**config.mk**
```make
export PLATFORM = sky130hd
export DESIGN_NAME = adc_pll_supervisor
export DESIGN_NICKNAME = d
export VERILOG_FILES = /design/src/rtl/adc_clk_pkg.sv /design/src/rtl/sync_2ff.sv /design/src/rtl/adc_pll_supervisor.sv
export SDC_FILE = /design/constraint.sdc
export NUM_CORES = 1
export LEC_CHECK = 0
export CORE_ASPECT_RATIO = 1.75
export CORE_UTILIZATION = 55
export DETAILED_ROUTE_END_ITERATION = 16
export GPL_TIMING_DRIVEN = 1
export HOLD_SLACK_MARGIN = 0.02
export PLACE_DENSITY = 0.86
export REMOVE_ABC_BUFFERS = 1
export SYNTH_ARGS = -nofsm -noshare
export SYNTH_HDL_FRONTEND = slang
export SYNTH_SLANG_ARGS = --single-unit
export TNS_END_PERCENT = 1
```
**constraint.sdc**
```tcl
create_clock -name refclk -period 2.93 [get_ports refclk]
set_input_delay 0.586 -clock refclk [delete_from_list [all_inputs] [get_ports refclk]]
set_output_delay 0.586 -clock refclk [all_outputs]
set_load 0.03 [all_outputs]
```
**src/rtl/adc_clk_pkg.sv**
```systemverilog
// Shared state encoding, output bundle and default timing constants for the
// ADC/PLL clock-and-reset supervisor.
package adc_clk_pkg;

  typedef enum logic [2:0] {
    RESET_PLL   = 3'd0,
    WAIT_LOCK   = 3'd1,
    STABLE      = 3'd2,
    RELEASE_SYS = 3'd3,
    RUN         = 3'd4,
    FAULT       = 3'd5
  } sup_state_t;

  typedef struct packed {
    logic pll_rst;
    logic sys_rst_n;
    logic adc_rst_n;
    logic ready;
    logic fault;
  } sup_out_t;

  localparam int unsigned DEF_PLL_RST_CYCLES     = 32;
  localparam int unsigned DEF_LOCK_TIMEOUT       = 50000;
  localparam int unsigned DEF_LOCK_STABLE_CYCLES = 1000;
  localparam int unsigned DEF_STAGGER_CYCLES     = 16;
  localparam int unsigned DEF_MAX_RETRIES        = 3;

  function automatic int unsigned at_least_one(input int unsigned v);
    return (v == 0) ? 1 : v;
  endfunction

  function automatic int unsigned max_u(input int unsigned a, input int unsigned b);
    return (a > b) ? a : b;
  endfunction

  // Output levels are a pure function of the state being entered, so they can
  // be registered on the same edge as the transition itself.
  function automatic sup_out_t out_of(input sup_state_t s);
    sup_out_t o;
    o.pll_rst   = (s == RESET_PLL) || (s == FAULT);
    o.sys_rst_n = (s == RELEASE_SYS) || (s == RUN);
    o.adc_rst_n = (s == RUN);
    o.ready     = (s == RUN);
    o.fault     = (s == FAULT);
    return o;
  endfunction

endpackage

```
**src/rtl/sync_2ff.sv**
```systemverilog
// Two-flop synchronizer for a single asynchronous level into the refclk domain.
module sync_2ff (
  input  logic refclk,
  input  logic rst_n,
  input  logic d,
  output logic q
);

  logic sync_p0;
  logic sync_p1;

  always_ff @(posedge refclk or negedge rst_n) begin
    if (!rst_n) begin
      sync_p0 <= 1'b0;
      sync_p1 <= 1'b0;
    end else begin
      sync_p0 <= d;
      sync_p1 <= sync_p0;
    end
  end

  assign q = sync_p1;

endmodule

```
**src/rtl/adc_pll_supervisor.sv**
```systemverilog
// Sequences PLL reset, lock qualification and staggered release of the system
// and ADC reset domains; retries lock timeouts and latches FAULT when exhausted.
module adc_pll_supervisor
  import adc_clk_pkg::*;
#(
  parameter int unsigned PLL_RST_CYCLES     = DEF_PLL_RST_CYCLES,
  parameter int unsigned LOCK_TIMEOUT       = DEF_LOCK_TIMEOUT,
  parameter int unsigned LOCK_STABLE_CYCLES = DEF_LOCK_STABLE_CYCLES,
  parameter int unsigned STAGGER_CYCLES     = DEF_STAGGER_CYCLES,
  parameter int unsigned MAX_RETRIES        = DEF_MAX_RETRIES
) (
  input  logic       refclk,
  input  logic       rst_n,
  input  logic       pll_locked,
  input  logic       clr_fault,
  output logic       pll_rst,
  output logic       sys_rst_n,
  output logic       adc_rst_n,
  output logic       ready,
  output logic       fault,
  output logic [7:0] relock_count,
  output logic [2:0] state
);

  localparam int unsigned RST_N   = at_least_one(PLL_RST_CYCLES);
  localparam int unsigned TO_N    = at_least_one(LOCK_TIMEOUT);
  localparam int unsigned STB_N   = at_least_one(LOCK_STABLE_CYCLES);
  localparam int unsigned STG_N   = at_least_one(STAGGER_CYCLES);
  localparam int unsigned RETRY_N = at_least_one(MAX_RETRIES);

  localparam int unsigned CNT_MAX = max_u(max_u(RST_N, TO_N), max_u(STB_N, STG_N));
  localparam int unsigned CNT_W   = $clog2(CNT_MAX + 1);
  localparam int unsigned RETRY_W = $clog2(RETRY_N + 1);

  localparam logic [CNT_W-1:0]   RST_LAST  = CNT_W'(RST_N - 1);
  localparam logic [CNT_W-1:0]   TO_LAST   = CNT_W'(TO_N - 1);
  localparam logic [CNT_W-1:0]   STB_LAST  = CNT_W'(STB_N - 1);
  localparam logic [CNT_W-1:0]   STG_LAST  = CNT_W'(STG_N - 1);
  localparam logic [RETRY_W-1:0] RETRY_LIM = RETRY_W'(RETRY_N);

  function automatic logic [7:0] sat_inc8(input logic [7:0] v);
    return (v == 8'hFF) ? v : v + 8'd1;
  endfunction

  logic               locked_s;
  sup_state_t         cur;
  sup_out_t           outs;
  logic [CNT_W-1:0]   cnt;
  logic [RETRY_W-1:0] retries;

  sync_2ff u_lock_sync (
    .refclk (refclk),
    .rst_n  (rst_n),
    .d      (pll_locked),
    .q      (locked_s)
  );

  // Every transition writes state, outputs and a cleared counter together.
  always_ff @(posedge refclk or negedge rst_n) begin
    if (!rst_n) begin
      cur          <= RESET_PLL;
      outs         <= out_of(RESET_PLL);
      cnt          <= '0;
      retries      <= '0;
      relock_count <= 8'd0;
    end else begin
      cnt <= cnt + CNT_W'(1);
      unique case (cur)
        RESET_PLL: begin
          if (cnt == RST_LAST) begin
            cur  <= WAIT_LOCK;
            outs <= out_of(WAIT_LOCK);
            cnt  <= '0;
          end
        end
        WAIT_LOCK: begin
          if (locked_s) begin
            cur  <= STABLE;
            outs <= out_of(STABLE);
            cnt  <= '0;
          end else if (cnt == TO_LAST) begin
            cnt <= '0;
            if (retries == RETRY_LIM) begin
              cur  <= FAULT;
              outs <= out_of(FAULT);
            end else begin
              retries <= retries + RETRY_W'(1);
              cur     <= RESET_PLL;
              outs    <= out_of(RESET_PLL);
            end
          end
        end
        STABLE: begin
          // A single unlocked sample restarts qualification without charging a retry.
          if (!locked_s) begin
            cur  <= WAIT_LOCK;
            outs <= out_of(WAIT_LOCK);
            cnt  <= '0;
          end else if (cnt == STB_LAST) begin
            retries <= '0;
            cur     <= RELEASE_SYS;
            outs    <= out_of(RELEASE_SYS);
            cnt     <= '0;
          end
        end
        RELEASE_SYS: begin
          if (!locked_s) begin
            cur  <= RESET_PLL;
            outs <= out_of(RESET_PLL);
            cnt  <= '0;
          end else if (cnt == STG_LAST) begin
            cur  <= RUN;
            outs <= out_of(RUN);
            cnt  <= '0;
          end
        end
        RUN: begin
          cnt <= '0;
          if (!locked_s) begin
            relock_count <= sat_inc8(relock_count);
            cur          <= RESET_PLL;
            outs         <= out_of(RESET_PLL);
          end
        end
        FAULT: begin
          cnt <= '0;
          if (clr_fault) begin
            retries <= '0;
            cur     <= RESET_PLL;
            outs    <= out_of(RESET_PLL);
          end
        end
        default: begin
          cur  <= RESET_PLL;
          outs <= out_of(RESET_PLL);
          cnt  <= '0;
        end
      endcase
    end
  end

  assign pll_rst   = outs.pll_rst;
  assign sys_rst_n = outs.sys_rst_n;
  assign adc_rst_n = outs.adc_rst_n;
  assign ready     = outs.ready;
  assign fault     = outs.fault;
  assign state     = cur;

endmodule

```
=== Yosys cells after proc, flatten, opt, wreduce, memory -nomap -nowiden ===
Index checks and enable logic that the tools add are counted.

* $add $sub $neg: 3
* Equal/unequal tests: 22
* Muxes and demuxes: 37
* Bitwise logic cells: 2
* Reduce and logical (&&, ||, !) cells: 5

{| class="wikitable"
|+ Operators by type and width
! operator !! number
|-
| $mux 16 || 7
|-
| $pmux 16 s4 || 1
|-
| $mux 5 || 9
|-
| $mux 3 || 10
|-
| $pmux 5 s6 || 1
|-
| $pmux 3 s6 || 1
|-
| $add 16x1->16 const B || 1
|-
| $eq 16x10->1 const B || 1
|-
| $eq 16x16->1 const B || 1
|-
| $eq 16x4->1 const B || 1
|-
| $eq 16x5->1 const B || 1
|-
| $ne 2x2->1 const B || 7
|-
| $mux 2 || 6
|-
| $add 8x1->8 const B || 1
|-
| $eq 8x8->1 const B || 1
|-
| $reduce_and 7->1 || 1
|-
| $eq 3x2->1 const B || 2
|-
| $eq 3x3->1 const B || 2
|-
| $ne 3x3->1 const B || 2
|-
| $pmux 2 s3 || 1
|-
| $reduce_and 6->1 || 1
|-
| $eq 3x1->1 const B || 1
|-
| $logic_not 3->1 || 1
|-
| $ne 3x2->1 const B || 1
|-
| other kinds (7) || 8
|}

* Flip-flop bits (word level): 36
* Input port bits: 4
* Output and inout port bits: 16
* Word-level logic and storage cells: 80

=== Longest topological paths before layout ===
Gate-level depths: netlist of the first run.

* Depth in word-level cells: 5
* Depth in mapped cells: 7
* Depth with buffers taken out: 6

=== Hierarchy ===
From an unflattened synthesis of the first run, not the netlist that was laid out.

* Cells, all modules: 181
* Area total of the unflattened synthesis: 1,864.3 sq um

{| class="wikitable"
|+ Modules (own cells, without submodules)
! module !! times used !! cells each !! area each (sq um) !! sequential area each (sq um)
|-
| adc_pll_supervisor || 1 || 179 || 1,814.2 || 827.0
|-
| sync_2ff || 1 || 2 || 50.0 || 50.0
|}

=== Least setup slack after synthesis of the first run ===
OpenSTA, ideal clock, no wires.

* Kind: reg2reg
* From: register cnt[0]
* To: register outs (netlist bit adc_rst_n)
* Arrival time: 1.917 ns
* Data required time: 2.805 ns
* Setup slack: 0.888 ns
* Stages on the path, launching flop included: 8
* Path buffers: 1
* Period minus slack after synthesis: 2.042 ns
* Cell sequence: dfrtp_1 ha_1 and4_1 and4_1 nor3_1 and3b_1 buf_4 mux2_4

* Word-level cells in the longest chain between the ends: 3
* Elaborated cells between the ends (all ways): 9

{| class="wikitable"
|+ Ends and longest elaborated chain
! item !! line !! source
|-
| start, declared || adc_pll_supervisor.sv:48 || <nowiki>logic [CNT_W-1:0] cnt;</nowiki>
|-
| start signal, assigned || adc_pll_supervisor.sv:67 || <nowiki>cnt <= cnt + CNT_W'(1);</nowiki>
|-
| $eq 16x4->1, or another cell as far along || adc_pll_supervisor.sv:111 || <nowiki>end else if (cnt == STG_LAST) begin</nowiki>
|-
| $ne 3x3->1 (no line), or another cell as far along || - ||
|-
| $reduce_and 6->1 (no line) (*) || - ||
|-
| end signal, assigned || adc_pll_supervisor.sv:109 || <nowiki>outs <= out_of(RESET_PLL);</nowiki>
|-
| end signal, assigned || adc_pll_supervisor.sv:113 || <nowiki>outs <= out_of(RUN);</nowiki>
|-
| end signal, assigned || adc_pll_supervisor.sv:122 || <nowiki>outs <= out_of(RESET_PLL);</nowiki>
|-
| end, declared || adc_pll_supervisor.sv:47 || <nowiki>sup_out_t outs;</nowiki>
|}

Every way passes the cells marked *; elsewhere a longest branch is shown, timed or not.
A chain may end at the register's enable or synchronous reset.

=== Worst setup path in the final report of the first run ===
* From: register cnt[0]
* To: register outs (netlist bit sys_rst_n)

Same word-level chain as after synthesis.

==> flow_summary_export.csv, run 1 <==
group,metric,value,unit
outcome,outcome,"completed",
detailed_routing,drt_pre_antenna_iters,4,
finish,drive_gt1_share,10.8,%
power,power_density,777,nW/um^2
logic_synthesis,ys_types,41,
timing,fin_crit_sh,77.5,%
timing,tns,0,ns
timing,hold_violations,0,
critical_path,crit_type,"reg -> reg",
finish,mostFrequentLayoutCells,"dfrtp_1 (34), nor2_1 (20), clkdlybuf4s50_1 (19)",
critical_path,cp-end-kind,"register",
cts,clockRootBuffer,"clkbuf_8",
global_routing,antenna_found_initial,0,
timing,slew_violations,0,
cts,worstSkewPairLatency,0.30,ns
cts,postCtsSetupBuffers,0,
min_path,min_path_type,"reg -> reg",
finish,syn_to_final_growth,19.4,%
timing,layout_setup_ws,0.659,ns
critical_path,crit_family,"simple AND/OR/NAND/NOR gates",
critical_path,crit_chain,"ha_1, and4b_1, nand4_2, a221oi_2, and3b_1, mux2_4",
power,p_total,0.00171,W
finish,utilization,69.1,%
place,post-place-ws,0.696,ns
die,core_area,3180,um^2
cts,cts_resized,0,
die,initial_utilization,57.9,%
timing,relSlewSlack,58.3,%
cts,htreeDepth,2,
critical_path,rr_worst_depth,6,
logic_synthesis,synthTopCellsByArea,"dfrtp_1 (46%), xnor2_1 (5.7%), xor2_1 (4.3%)",
cts,cts_tree,"done",
logic_synthesis,yosys_most_used_dff,"dfrtp_1",
logic_synthesis,synthArstFlopShare,100,%
global_routing,grt_max_degree,36,
critical_path,r2r_setup_slack,0.66,ns
die,dieArea,3590,um^2
logic_synthesis,netlist.area_leader.share,46.3,%
critical_path,cp_num_buf_inv,0,
critical_path,arrival,2.46,ns
detailed_routing,drt_iter0_markers,27,
cts,clock_sinks,35,
logic_synthesis,synth_area_per_cell,10.8,um^2
place,place_hpwl,2.69,mm
logic_synthesis,synthCells,171,
power,leakagePower,0.946,nW
timing,rsz0062_at_grt,"false",
logic_synthesis,synth_area,1840,um^2
detailed_routing,num_vias,1423,
critical_path,start_kind,"register",
global_routing,grt_pass1_wl,6.04,mm
logic_synthesis,synth_edf_count,0,
global_routing,grt_overflow_total,0,
place,gp_congestion,0.906,
timing,fin_skew,0.00741,ns
detailed_routing,finalWirelength,3.69,mm
run,maxCapViolCount,0,
critical_path,crit_cells,6,
logic_synthesis,yosysTopAreaCell,"dfrtp_1",
cts,hold_buffers,0,
global_routing,grt_pass1_vias,1444,
detailed_routing,ant_nets,0,
finish,antenna_cells,0,
detailed_routing,wl_per_cell,15.6,um
critical_path,cp_max_fo,6,
logic_synthesis,yosys_warnings,0,
power,ir_drop,0.000514,V
timing,finalSetupViolCount,0,
timing,period_minus_slack,2.27,ns
cts,clockBufferDepth,2,
critical_path,cpMaxStageDelayCell,"a221oi_2",
critical_path,cpPeakStageDelay,0.43,ns
detailed_routing,via_per_inst,6.00,
finish,nets,200,
critical_path,worstPathRequired,3.11,ns
die,die_h,78.5,um
die,ios,20,
die,rows,27,
timing,timing.fmax,0.440,GHz
min_path,hold_depth,0,
global_routing,grt_use_total,23.1,%
logic_synthesis,ys_ff_latch,35,
detailed_routing,drcViolationCount,0,
timing,worst_pin_slew,0.619,ns
logic_synthesis,seq_area_frac_synth,47.7,%
die,chipWidth,45.7,um
place,io_buffers,19,
finish,mostFrequentLayoutCell,"dfrtp_1",
finish,fillers,255,
cts,cts_buffers,5,
cts,clk_pin_slew,0.07,ns
-- through the flow --
| step | instance area (um^2) | hold slack (ns) | cells |
|---|---|---|---|
| CTS | 2200 | 0.360 | 237 |
| detailed placement | 2060 | 0.343 | 229 |
| global placement | 2060 | 0.336 | 229 |
| floorplan | 1810 | 0.290 | 166 |
| global route | 2200 | 0.368 | 237 |
| finish | 2200 | 0.357 | 237 |
-- where the power goes --
group	internal (W)	switching, W	total [W]	leakage [nW]
Sequential	0.000557	0.0000989	0.000656	0.464
Combinational	0.000225	0.000302	0.000527	0.417
Clock	0.000339	0.000184	0.000523	0.0644
-- logic make-up after synthesis --
group                      Yosys count  synth area share [%]
buffers and inverters               10                  2.72
DFF                                 35                  47.7
xor gates and xnor gates            21                  10.0
muxes                                8                  5.10
AOI/OAI and AO/OA                   17                  7.69
adders and majority gates            3                  2.04
and+or+nand+nor                     77                  24.8
-- worst register-to-register path, delay by kind of cell (launching register included) --
family	cells	cell delay [ns]
AOI/OAI and AO/OA	1	0.43
adders and majority gates	1	0.27
DFF	1	0.38
muxes	1	0.32
and+or+nand+nor	3	0.76
-- sequential cells by signal (all words and copies together), names as in the netlist --
signal and flops:
adc_rst_n 1, cnt 16, u_lock_sync.q 1, relock_count 8
pll_rst 1, sys_rst_n 1, state 3, fault 1
u_lock_sync.sync_p0 1, retries 2
-- cell usage after synthesis, types with 2 or more instances --
library cell and number:
xnor2_1 12, nand3_1 7, nor4_4 2, and2_1 2, mux2i_1 3, a211oi_1 2
and4_1 3, ha_1 3, inv_1 5, nor2b_1 2, a21oi_1 6, buf_4 3
nand2_1 8, nand2b_1 3, and3_1 7, nand4_1 8, mux2_2 3, xor2_1 9
nor4_1 2, nor3_1 6, o21ai_0 2, nor2_1 20, dfrtp_1 34, mux2_4 2
-- final cells by class --
type | instances | area [um^2] | share of cell area (%)
sequential | 35 | 877 | 39.9
tap | 43 | 53.8 | 2.45
clock buffer | 5 | 68.8 | 3.13
multi-input combinational | 126 | 912 | 41.5
clock inverter | 3 | 67.6 | 3.08
timing repair buffer | 20 | 198 | 9.00
inverter | 5 | 18.8 | 0.855
-- final timing paths --
kind                                               start                 endpoint
max                                     cnt[0]$_DFF_PN0_    sys_rst_n$_DFFE_PN0P_
min                        u_lock_sync.sync_p0$_DFF_PN0_  u_lock_sync.q$_DFF_PN0_
max in group asynchronous                          rst_n      pll_rst$_DFFE_PN1P_
min reg2reg                u_lock_sync.sync_p0$_DFF_PN0_  u_lock_sync.q$_DFF_PN0_
min in group asynchronous                          rst_n    adc_rst_n$_DFFE_PN0P_
max reg2reg                             cnt[0]$_DFF_PN0_    sys_rst_n$_DFFE_PN0P_
-- metal layers --
metal	share of wire [%]	routed length, um	GRT usage, %
met1	39	1440	23.9
met2	54	2000	39.6
met3	3.4	125	4.83
met4	3.3	123	14.4
met5	0	0	0
No activity file was read; power rests on OpenSTA's default activity.
==> run 2: changes to the inputs <==
--- a/config.mk
+++ b/config.mk
@@ -6,11 +6,11 @@
 export NUM_CORES = 1
 export LEC_CHECK = 0
 export CORE_ASPECT_RATIO = 1.75
-export CORE_UTILIZATION = 55
+export CORE_UTILIZATION = 50
 export DETAILED_ROUTE_END_ITERATION = 16
 export GPL_TIMING_DRIVEN = 1
 export HOLD_SLACK_MARGIN = 0.02
-export PLACE_DENSITY = 0.86
+export PLACE_DENSITY = 0.83
 export REMOVE_ABC_BUFFERS = 1
 export SYNTH_ARGS = -nofsm -noshare
 export SYNTH_HDL_FRONTEND = slang
==> constraint.sdc (replaced) <==
create_clock -name refclk -period 2.05 [get_ports refclk]
set_input_delay 0.41 -clock refclk [delete_from_list [all_inputs] [get_ports refclk]]
set_output_delay 0.41 -clock refclk [all_outputs]
set_load 0.03 [all_outputs]
==> flow_summary_export.csv, run 2 (same netlist as run 1, synthesis figures left out) <==
group,metric,value,unit
outcome,outcome,"finished, violations left",
outcome,failed_checks,"setup timing",
critical_path,worstPathRequired,2.23,ns
cts,cts_tree,"done",
min_path,min_path_type,"reg -> reg",
finish,mostFrequentLayoutCell,"dfrtp_1",
global_routing,grt_max_degree,36,
power,power_density,1010,nW/um^2
power,leakagePower,1.09,nW
detailed_routing,via_per_inst,5.69,
detailed_routing,drt_iter0_markers,44,
timing,layout_setup_ws,-0.107,ns
global_routing,grt_overflow_total,0,
critical_path,cp_max_fo,5,
min_path,min_to,"u_lock_sync.q$_DFF_PN0_",
critical_path,crit_family,"simple AND/OR/NAND/NOR gates",
critical_path,worst_r2r_startpoint,"cnt[13]$_DFF_PN0_",
power,p_comb_share,43.2,%
detailed_routing,ant_nets,0,
global_routing,grt_pass1_vias,1608,
critical_path,arrival,2.34,ns
timing,finalSetupViolCount,4,
critical_path,cp_num_buf_inv,0,
die,ios,20,
cts,clock_sinks,35,
run,maxCapViolCount,0,
timing,fin_crit_sh,105,%
cts,clk_pin_slew,0.08,ns
die,initial_utilization,53.6,%
die,dieArea,3930,um^2
power,p_seq_share,37.2,%
place,post-place-ws,-0.145,ns
finish,syn_to_final_growth,31.6,%
timing,rsz0062_at_grt,"true",
critical_path,crit_chain,"nor4_4, nand4_2, a221oi_4, and3b_2, mux2_4",
finish,largest_reg_flops,16,
detailed_routing,drcViolationCount,0,
critical_path,cpPeakStageDelay,0.44,ns
timing,relSlewSlack,72.6,%
critical_path,crit_type,"reg -> reg",
critical_path,rr_endpoint,"sys_rst_n$_DFFE_PN0P_",
global_routing,grt_pass1_wl,6.89,mm
timing,timing.fmax,0.464,GHz
detailed_routing,finalWirelength,4.42,mm
cts,clockBufferDepth,2,
critical_path,rr_worst_depth,5,
critical_path,cpMaxStageDelayCell,"dfrtp_2",
cts,worstSkewPairLatency,0.29,ns
finish,drive_gt1_share,25.8,%
timing,period_minus_slack,2.16,ns
timing,fin_skew,0.00866,ns
die,core_area,3430,um^2
power,p_total,0.00244,W
finish,final_area,2420,um^2
die,chipWidth,47.8,um
detailed_routing,drt_pre_antenna_iters,4,
finish,utilization,70.5,%
power,swShare,37.2,%
place,place_area,2240,um^2
cts,cts_buffers,5,
power,clockPowerShare,19.6,%
power,internal-power,0.00153,W
min_path,hold_depth,0,
place,gp_congestion,0.897,
min_path,min_from,"u_lock_sync.sync_p0$_DFF_PN0_",
die,die_h,82.2,um
cts,hold_buffers,0,
finish,antenna_cells,0,
global_routing,grt_use_total,25.5,%
place,place_hpwl,3.23,mm
finish,fillers,254,
finish,nets,227,
power,power_switching,0.000909,W
detailed_routing,wl_per_cell,16.6,um
timing,hold_violations,0,
critical_path,r2r_setup_slack,-0.11,ns
power,ir_drop,0.000827,V
timing,timing.hold.ws,0.351,ns
detailed_routing,num_vias,1514,
cts,clockRootBuffer,"clkbuf_8",
finish,mostFrequentLayoutCells,"dfrtp_1 (33), buf_4 (27), nor2_1 (20)",
timing,worst_pin_slew,0.400,ns
place,io_buffers,19,
global_routing,antenna_found_initial,0,
timing,slew_violations,0,
finish,top_register,"cnt",
cts,htreeDepth,2,
die,rows,28,
critical_path,cp-end-kind,"register",
critical_path,start_kind,"register",
==> run 2: layout make-up <==
cell class | count | area (um^2) | area share, %
Tap cell | 45 | 56.3 | 2.33
Inverter | 5 | 18.8 | 0.776
Clock buffer | 5 | 68.8 | 2.84
Multi-Input combinational cell | 126 | 978 | 40.4
Sequential cell | 35 | 878 | 36.3
Timing Repair Buffer | 47 | 404 | 16.7
Clock inverter | 3 | 15.0 | 0.620
==> run 2: how the worst max path moves through the flow <==
| stage | from | to | slack (ns) | depth (start not counted) |
|---|---|---|---|---|
| 4_1_cts | cnt[1]$_DFF_PN0_ | sys_rst_n$_DFFE_PN0P_ | -0.02 | 6 |
| 2_1_floorplan | state[2]$_DFFE_PN0P_ | adc_rst_n$_DFFE_PN0P_ | -0.01 | 5 |
| 3_5_place_dp | cnt[0]$_DFF_PN0_ | cnt[5]$_DFF_PN0_ | -0.15 | 6 |
| 5_1_grt | cnt[12]$_DFF_PN0_ | sys_rst_n$_DFFE_PN0P_ | -0.17 | 5 |
| 3_3_place_gp | cnt[0]$_DFF_PN0_ | cnt[12]$_DFF_PN0_ | 0.008 | 7 |
| 6_report | cnt[13]$_DFF_PN0_ | sys_rst_n$_DFFE_PN0P_ | -0.11 | 5 |
==> run 2: power by group through the flow <==
stage / sequential, W / combinational (W) / clock (W)
after floorplan: 0.00102 / 0.000417 / 0
after global placement: 0.000893 / 0.000930 / 0
after detailed placement: 0.000905 / 0.000970 / 0
after CTS: 0.000894 / 0.00100 / 0.000489
after global routing: 0.000919 / 0.00114 / 0.000519
final: 0.000908 / 0.00106 / 0.000479
==> run 2: timing repair <==
action,CTS,global route
buffers inserted,1,2
pin swaps,5,6
setup endpoints to repair,18,20
gates resized for setup,6,8
==> run 2: routing by layer <==
layer / share of wire [%] / routed length, um / GRT usage [%] / vias up
met5: 0 / 0 / 0 / -
met4: 4.0 / 176 / 17.8 / 0
met3: 3.2 / 141 / 5.65 / 17
met2: 57 / 2540 / 45.8 / 48
met1: 35 / 1570 / 23.3 / 740
li1: - / - / - / 709
==> run 2: stage by stage <==
step / cells / TNS [ns]
4_1_cts: 264 / -0.0456
2_1_floorplan: 166 / -0.0231
3_3_place_gp: 255 / 0
3_5_place_dp: 255 / -1.99
5_1_grt: 266 / -1.56
6_report: 266 / -0.334
==> run 2: worst register-to-register path, delay by kind of cell, from the launching register on <==
kind,cells,cell delay (ns)
AOI/OAI and AO/OA,1,0.41
and+or+nand+nor,3,0.89
DFF,1,0.44
muxes,1,0.31
==> run 3: changes to the inputs <==
--- a/config.mk
+++ b/config.mk
@@ -5,6 +5,7 @@
 export SDC_FILE = /design/constraint.sdc
 export NUM_CORES = 1
 export LEC_CHECK = 0
+export CAP_MARGIN = 15
 export CORE_ASPECT_RATIO = 1.75
 export CORE_UTILIZATION = 50
 export DETAILED_ROUTE_END_ITERATION = 16
==> results of run 3 <==
No change in the layout: final DEF, timing and power equal those of run 2.
